[src/rtl/reaction_timer.sv]
// Reaction-time meter: random wait after a start press, then a BCD millisecond count
// until the stop press, with false-start detection and 9999 ms saturation.
module reaction_timer #(
  parameter int TICKS_PER_MS = 100000,
  parameter int MIN_DELAY_MS = 1000
) (
  input  logic       clk,
  input  logic       rst,
  input  logic       start,
  input  logic       stop,
  output logic [3:0] rd3,
  output logic [3:0] rd2,
  output logic [3:0] rd1,
  output logic [3:0] rd0,
  output logic       go_led,
  output logic       early,
  output logic       done,
  output logic [2:0] state_dbg
);

  localparam int TW = $clog2(TICKS_PER_MS);
  localparam logic [TW-1:0] TICK_MAX = TW'(TICKS_PER_MS - 1);

  typedef enum logic [2:0] {
    S_IDLE  = 3'd0,
    S_WAIT  = 3'd1,
    S_GO    = 3'd2,
    S_DONE  = 3'd3,
    S_EARLY = 3'd4
  } state_t;

  state_t        state;
  logic          start_s1, start_s2, start_s3, start_p;
  logic          stop_s1, stop_s2, stop_s3, stop_p;
  logic [15:0]   lfsr;
  logic [TW-1:0] tick_cnt;
  logic          tick;
  logic [12:0]   wait_cnt;
  logic [12:0]   wait_load;
  logic [3:0]    d3, d2, d1, d0;
  logic          at_max;

  // Two synchronizer flops, one history flop, and a registered rising-edge pulse.
  always_ff @(posedge clk or negedge rst) begin
    if (!rst) begin
      start_s1 <= 1'b0;
      start_s2 <= 1'b0;
      start_s3 <= 1'b0;
      start_p  <= 1'b0;
      stop_s1  <= 1'b0;
      stop_s2  <= 1'b0;
      stop_s3  <= 1'b0;
      stop_p   <= 1'b0;
    end else begin
      start_s1 <= start;
      start_s2 <= start_s1;
      start_s3 <= start_s2;
      start_p  <= start_s2 & ~start_s3;
      stop_s1  <= stop;
      stop_s2  <= stop_s1;
      stop_s3  <= stop_s2;
      stop_p   <= stop_s2 & ~stop_s3;
    end
  end

  // Right-shifting Fibonacci form; bit 0 is tap 16, so taps 16,14,13,11 are bits 0,2,3,5.
  always_ff @(posedge clk or negedge rst) begin
    if (!rst) lfsr <= 16'hACE1;
    else      lfsr <= {lfsr[0] ^ lfsr[2] ^ lfsr[3] ^ lfsr[5], lfsr[15:1]};
  end

  assign tick      = (tick_cnt == TICK_MAX);
  assign wait_load = 13'(MIN_DELAY_MS) + {1'b0, lfsr[11:0]};
  assign at_max    = (d3 == 4'd9) && (d2 == 4'd9) && (d1 == 4'd9) && (d0 == 4'd9);

  always_ff @(posedge clk or negedge rst) begin
    if (!rst) begin
      state    <= S_IDLE;
      tick_cnt <= '0;
      wait_cnt <= '0;
      d3       <= 4'd0;
      d2       <= 4'd0;
      d1       <= 4'd0;
      d0       <= 4'd0;
      go_led   <= 1'b0;
      early    <= 1'b0;
      done     <= 1'b0;
    end else begin
      tick_cnt <= tick ? '0 : tick_cnt + 1'b1;
      case (state)
        S_IDLE, S_DONE, S_EARLY: begin
          if (start_p) begin
            state    <= S_WAIT;
            tick_cnt <= '0;
            wait_cnt <= wait_load;
            d3       <= 4'd0;
            d2       <= 4'd0;
            d1       <= 4'd0;
            d0       <= 4'd0;
            go_led   <= 1'b0;
            early    <= 1'b0;
            done     <= 1'b0;
          end
        end
        S_WAIT: begin
          if (stop_p) begin
            state <= S_EARLY;
            early <= 1'b1;
          end else if (tick) begin
            wait_cnt <= wait_cnt - 13'd1;
            if (wait_cnt == 13'd1) begin
              state    <= S_GO;
              tick_cnt <= '0;
              go_led   <= 1'b1;
            end
          end
        end
        S_GO: begin
          if (stop_p || (tick && at_max)) begin
            state  <= S_DONE;
            go_led <= 1'b0;
            done   <= 1'b1;
          end else if (tick) begin
            // Cascaded decade increment; at_max above keeps d3 from passing 9.
            if (d0 != 4'd9) d0 <= d0 + 4'd1;
            else begin
              d0 <= 4'd0;
              if (d1 != 4'd9) d1 <= d1 + 4'd1;
              else begin
                d1 <= 4'd0;
                if (d2 != 4'd9) d2 <= d2 + 4'd1;
                else begin
                  d2 <= 4'd0;
                  d3 <= d3 + 4'd1;
                end
              end
            end
          end
        end
        default: begin
          state  <= S_IDLE;
          go_led <= 1'b0;
          early  <= 1'b0;
          done   <= 1'b0;
        end
      endcase
    end
  end

  assign {rd3, rd2, rd1, rd0} = (state == S_EARLY) ? 16'h9999 : {d3, d2, d1, d0};
  assign state_dbg = state;

endmodule
[config.mk]
export PLATFORM = sky130hd
export DESIGN_NAME = reaction_timer
export DESIGN_NICKNAME = d
export VERILOG_FILES = /design/src/rtl/reaction_timer.sv
export SDC_FILE = /design/constraint.sdc
export NUM_CORES = 1
export LEC_CHECK = 0
export CAP_MARGIN = 25
export CORE_MARGIN = 2
export CORE_UTILIZATION = 32
export DETAILED_ROUTE_END_ITERATION = 10
export GPL_ROUTABILITY_DRIVEN = 0
export PLACE_DENSITY_LB_ADDON = 0.1
export SLEW_MARGIN = 30
export SYNTH_ARGS = -nofsm -noshare
export SYNTH_HDL_FRONTEND = slang
export SYNTH_SLANG_ARGS = --single-unit
export TNS_END_PERCENT = 100
[constraint.sdc]
create_clock -name clk -period 5.7 [get_ports clk]
set_clock_uncertainty 0.2 [all_clocks]
set_input_delay 0.855 -clock clk [delete_from_list [all_inputs] [get_ports clk]]
set_output_delay 0.855 -clock clk [all_outputs]
set_load 0.02 [all_outputs]
==> flow_summary.json, run 1 <==
{
  "ioPinCount": 26,
  "syn_nets": 416,
  "cts_made_buffers": 9,
  "drt-initial-drc-count": 192,
  "cts_hold_buf": 0,
  "htree_num_levels": 3,
  "post-place-ws_ps": 2580,
  "hp-class": "register to register",
  "drive_gt1_frac": 0.105,
  "synth_cell_types": 52,
  "endpoint_kind": "primary output",
  "initial_core_util": 0.326,
  "clkTransAtPathRegs_ps": 60,
  "postCtsSetupRepairBufs": 0,
  "dieArea_um2": 13000,
  "ys_seq_area_frac": 0.492,
  "n_fill_cell": 1231,
  "power.density_nw_per_um2": 396,
  "yosysWarnings": 0,
  "maxSlewViolCount": 0,
  "slew_headroom": 0.514,
  "period_needed_ps": 3450,
  "yosysMostFrequentCell": "dfrtp_1",
  "gr-total-overflow": 0,
  "seqPwrFrac": 0.394,
  "tightest_slew_ps": 729,
  "synth_area_leaders": "dfrtp_1, dfstp_2, nor2_1, ha_1, o21ai_0",
  "firstDrtPassIters": 4,
  "grt_pass1_wl_um": 14800,
  "postRouteWirelength_um": 8450,
  "yosys_register_bits": 76,
  "clk_path_buf_depth": 2,
  "comb_power_share": 0.321,
  "grt_usage": 0.145,
  "ant_nets": 0,
  "finalNetCount": 439,
  "antenna_cells": 0,
  "clk_latency_ps": 340,
  "critPathArrivalTime_ps": 2400,
  "die_h_um": 114,
  "syn_avg_cell_area_um2": 9.71,
  "area_growth_pct": 16.6,
  "antenna_found_initial": 0,
  "p_leak_uw": 0.00190,
  "place_area_um2": 4270,
  "row_count": 40,
  "stdcell_area_um2": 4530,
  "status": "complete, no violations",
  "criticalPathCategory": "register to primary output",
  "synthDominantCellAreaShare": 0.438,
  "port_buffers": 25,
  "vias_per_cell": 5.09,
  "vias": 2927,
  "syn_inst": 400,
  "crit_path_max_fanout": 16,
  "wl_per_cell_um": 14.7,
  "synth_edf_count": 0,
  "hpwlAfterDp_um": 5750,
  "fmax_mhz": 290,
  "synth_top_cell_by_area": "dfrtp_1",
  "async_flop_share": 1.00,
  "finalHoldViolations": 0,
  "cap_violations": 0,
  "p_sw_frac": 0.376,
  "tns_ps": 0,
  "first_global_vias": 2940,
  "synthFlopType": "dfrtp_1",
  "p_sw_uw": 674,
  "cts_resized": 0,
  "power_uw": 1790,
  "clock-sinks": 76,
  "die_x_um": 114,
  "layout_setup_ws_ps": 2250,
  "drc_errors": 0,
  "p_int_uw": 1120,
  "ir_drop_mv": 0.134,
  "period_share": 0.606,
  "start_kind": "register",
  "rsz0062_at_grt": "false",
  "p_clk_frac": 0.285,
  "grt_start_max_net_pins": 77,
  "syn_area_um2": 3880,
  "core-area_um2": 11900,
  "clock-root-buffer": "clkbuf_16",
  "synth_common_cells": "dfrtp_1, nor2_1, nand2_1, o21ai_0, a21oi_1",
  "cts_tree": "done",
  "setup_viol_count_final": 0,
  "cp_data_required_time_ps": 4640
}
==> state kept, by name (all words and copies together) (netlist names), 3 cells and up <==
| signal | count |
|---|---|
| wait_cnt | 13 |
| lfsr | 16 |
| d1 | 4 |
| d3 | 4 |
| d0 | 4 |
| state_dbg | 3 |
| tick_cnt | 17 |
| d2 | 4 |
==> cells by family (layout without fill, tap and decap cells) <==
group / after synthesis / count (layout) / synth area share
buf+inv: 26 / 54 / 0.0267
xor+xnor: 26 / 26 / 0.0587
simple gates: 173 / 173 / 0.244
flops: 76 / 76 / 0.492
compound gates: 87 / 87 / 0.140
fa+ha+maj: 12 / 12 / 0.0387
==> path summary, 6_finish.rpt <==
kind | slack (ps) | endpoint | depth (start not counted) | start
max | 2250 | rd3[3] | 4 | state_dbg[1]
min in group asynchronous | 300 | d0[1] | 1 | rst
max in group asynchronous | 4440 | tick_cnt[10] | 1 | rst
max reg2reg | 3070 | wait_cnt[3] | 6 | state_dbg[0]
min | 160 | lfsr[11] | 0 | lfsr[12]
min reg2reg | 160 | lfsr[11] | 0 | lfsr[12]
==> metal layers <==
layer / GRT usage / share of wire / vias to the layer above
met2: 0.226 / 0.45 / 44
li1: - / - / 1457
met3: 0.0492 / 0.041 / 9
met5: 0 / 0 / -
met4: 0.0472 / 0.011 / 0
met1: 0.191 / 0.50 / 1417
==> power by group through the flow <==
stage | Sequential, uW | Combinational (uW) | Clock [uW]
after CTS | 706 | 585 | 534
after global routing | 724 | 660 | 561
after floorplan | 696 | 424 | 0
after global placement | 712 | 579 | 0
final | 707 | 575 | 511
after detailed placement | 714 | 585 | 0
==> through the flow <==
step / hold WS (ps) / instances / util
after detailed placement: 146 / 559 / 0.358
after global routing: 163 / 575 / 0.380
after floorplan: 131 / 400 / -
after CTS: 159 / 575 / 0.380
after global placement: 138 / 559 / 0.358
final: 155 / 575 / 0.380
==> cells in the final DEF, fill, tap and decap left out, types with 6 or more instances in the layout <==
master and instances:
inv_1 12, or2_2 10, dfrtp_1 68, nor3_1 8, nand3b_1 6, ha_1 12, nor2_1 48, o21ai_0 30
clkbuf_16 9, a21oi_1 20, nand3_1 19, nand2_1 33, xnor2_1 10, nand4_1 6, nor2b_1 9, dfstp_2 8
xor2_1 16, clkdlybuf4s50_1 24
==> worst max-delay path: stages (launching register included) <==
cell and delay, ps:
dfrtp_1 490, nor2_2 280, and2_1 490, or2_2 200
clkdlybuf4s50_1 590
==> final cells by class <==
type | count | area [um^2] | area share
clock buffer | 13 | 240 | 0.0531
clock inverter | 3 | 17.5 | 0.00387
inverter | 12 | 45.0 | 0.00995
multi-input combinational | 298 | 1870 | 0.413
sequential | 76 | 1910 | 0.422
tap | 147 | 184 | 0.0406
timing repair buffer | 26 | 259 | 0.0572
(Power assumes the default switching activity.)
==> run 2, diff against run 1 <==
- clock period: 5.7 -> 3.55 ns (I/O delays scaled with it)
==> flow_summary.json, run 2 (synthesis results as in run 1) <==
{
  "status": "complete, no violations",
  "vias": 2920,
  "place_area_um2": 4280,
  "grt_start_max_net_pins": 77,
  "critPathTopFamily": "simple AND/OR/NAND/NOR gates",
  "seqPwrFrac": 0.386,
  "power.density_nw_per_um2": 643,
  "slew_headroom": 0.530,
  "largest_reg_flops": 17,
  "r2r-end": "d2[3]",
  "dieArea_um2": 13000,
  "maxSlewViolCount": 0,
  "top_regs": "tick_cnt: 17 flops, lfsr: 16 flops, wait_cnt: 13 flops",
  "first_global_vias": 2819,
  "setup_viol_count_final": 0,
  "cpPeakStageDelay_ps": 590,
  "clkTransAtPathRegs_ps": 60,
  "postCtsSetupRepairBufs": 0,
  "multi_input_area_um2": 1870,
  "r2r_slack_ps": 990,
  "rsz0062_at_grt": "false",
  "htree_num_levels": 3,
  "seqCellArea_um2": 1910,
  "critPathArrivalTime_ps": 2390,
  "criticalPathCategory": "register to primary output",
  "p_clk_frac": 0.294,
  "clock-root-buffer": "clkbuf_16",
  "cts_hold_buf": 0,
  "initial_core_util": 0.326,
  "cts_resized": 0,
  "die_x_um": 114,
  "antenna_cells": 0,
  "hp-class": "input pin to async pin",
  "path_buf_inv": 1,
  "cts_tree": "done",
  "power_uw": 2930,
  "clk_path_buf_depth": 2,
  "period_needed_ps": 3130,
  "wl_per_cell_um": 14.8,
  "p_sw_uw": 1110,
  "cts_made_buffers": 9,
  "gr-total-overflow": 0,
  "ir_drop_mv": 0.199,
  "crit-reg2reg-launch": "tick_cnt[0]",
  "clock-sinks": 76,
  "grt_pass1_wl_um": 14600,
  "grt_usage": 0.145,
  "p_leak_uw": 0.00193,
  "cp_data_required_time_ps": 2820,
  "final_cell_mix": "dfrtp_1, nor2_1, nand2_1",
  "cap_violations": 0,
  "row_count": 40,
  "crit_path_max_fanout": 16,
  "p_sw_frac": 0.378,
  "start_kind": "register",
  "hpwlAfterDp_um": 5830,
  "port_buffers": 25,
  "endpoint_kind": "primary output",
  "drt-initial-drc-count": 155,
  "crit_slowest_cell": "clkdlybuf4s50_1",
  "fmax_mhz": 320,
  "clk_latency_ps": 340,
  "p_int_uw": 1830,
  "die_h_um": 114,
  "max_flop_register": "tick_cnt",
  "area_growth_pct": 17.5,
  "n_fill_cell": 1235,
  "reg2reg_depth": 7,
  "crit_chain": "nor2_2, and2_1, or2_2, clkdlybuf4s50_1",
  "tightest_slew_ps": 706,
  "ioPinCount": 26,
  "vias_per_cell": 5.06,
  "period_share": 0.881,
  "finalHoldViolations": 0,
  "firstDrtPassIters": 4,
  "stdcell_area_um2": 4560,
  "finalNetCount": 441,
  "drc_errors": 0,
  "drive_gt1_frac": 0.116,
  "layout_commonest_cell": "dfrtp_1",
  "tns_ps": 0,
  "core-area_um2": 11900,
  "ant_nets": 0,
  "postRouteWirelength_um": 8540,
  "antenna_found_initial": 0,
  "comb_power_share": 0.320
}
==> run 2: through the flow <==
step / hold WS, ps / cells / worst slack [ps] / util
after detailed placement: 137 / 561 / 728 / 0.359
after global placement: 139 / 561 / 789 / 0.359
after floorplan: 36.9 / 400 / 1210 / -
after CTS: 56.2 / 577 / 351 / 0.383
after global routing: 84.0 / 577 / 247 / 0.383
final: 17.9 / 577 / 424 / 0.383
==> run 2: layout make-up <==
cell class,count,share of cell area
Inverter,12,0.00988
Timing Repair Buffer,28,0.0601
Tap cell,147,0.0403
Clock inverter,6,0.00878
Multi-Input combinational cell,298,0.409
Clock buffer,10,0.0524
Sequential cell,76,0.419
==> run 2: layer usage <==
metal,track usage,share of wire,vias to the layer above
met4,0.0732,0.023,0
met3,0.0318,0.030,11
met1,0.199,0.51,1411
met5,0,0,-
met2,0.217,0.44,34
li1,-,-,1464
==> run 2: worst max path at each step <==
stage / from / endpoint / slack [ps] / cells after the start
after floorplan: state_dbg[0] / wait_cnt[3] / 1210 / 8
after global placement: state_dbg[1] / rd2[0] / 790 / 4
after detailed placement: state_dbg[1] / rd3[3] / 730 / 4
after CTS: state_dbg[1] / rd2[0] / 350 / 4
after global routing: state_dbg[0] / rd2[3] / 250 / 4
final: state_dbg[1] / rd2[0] / 420 / 4
==> run 2: power by group through the flow <==
stage	clock network, uW	registers, uW	logic, uW
floorplan	0	1120	681
global placement	0	1140	945
detailed placement	0	1140	955
CTS	890	1130	956
global route	927	1150	1060
finish	862	1130	939
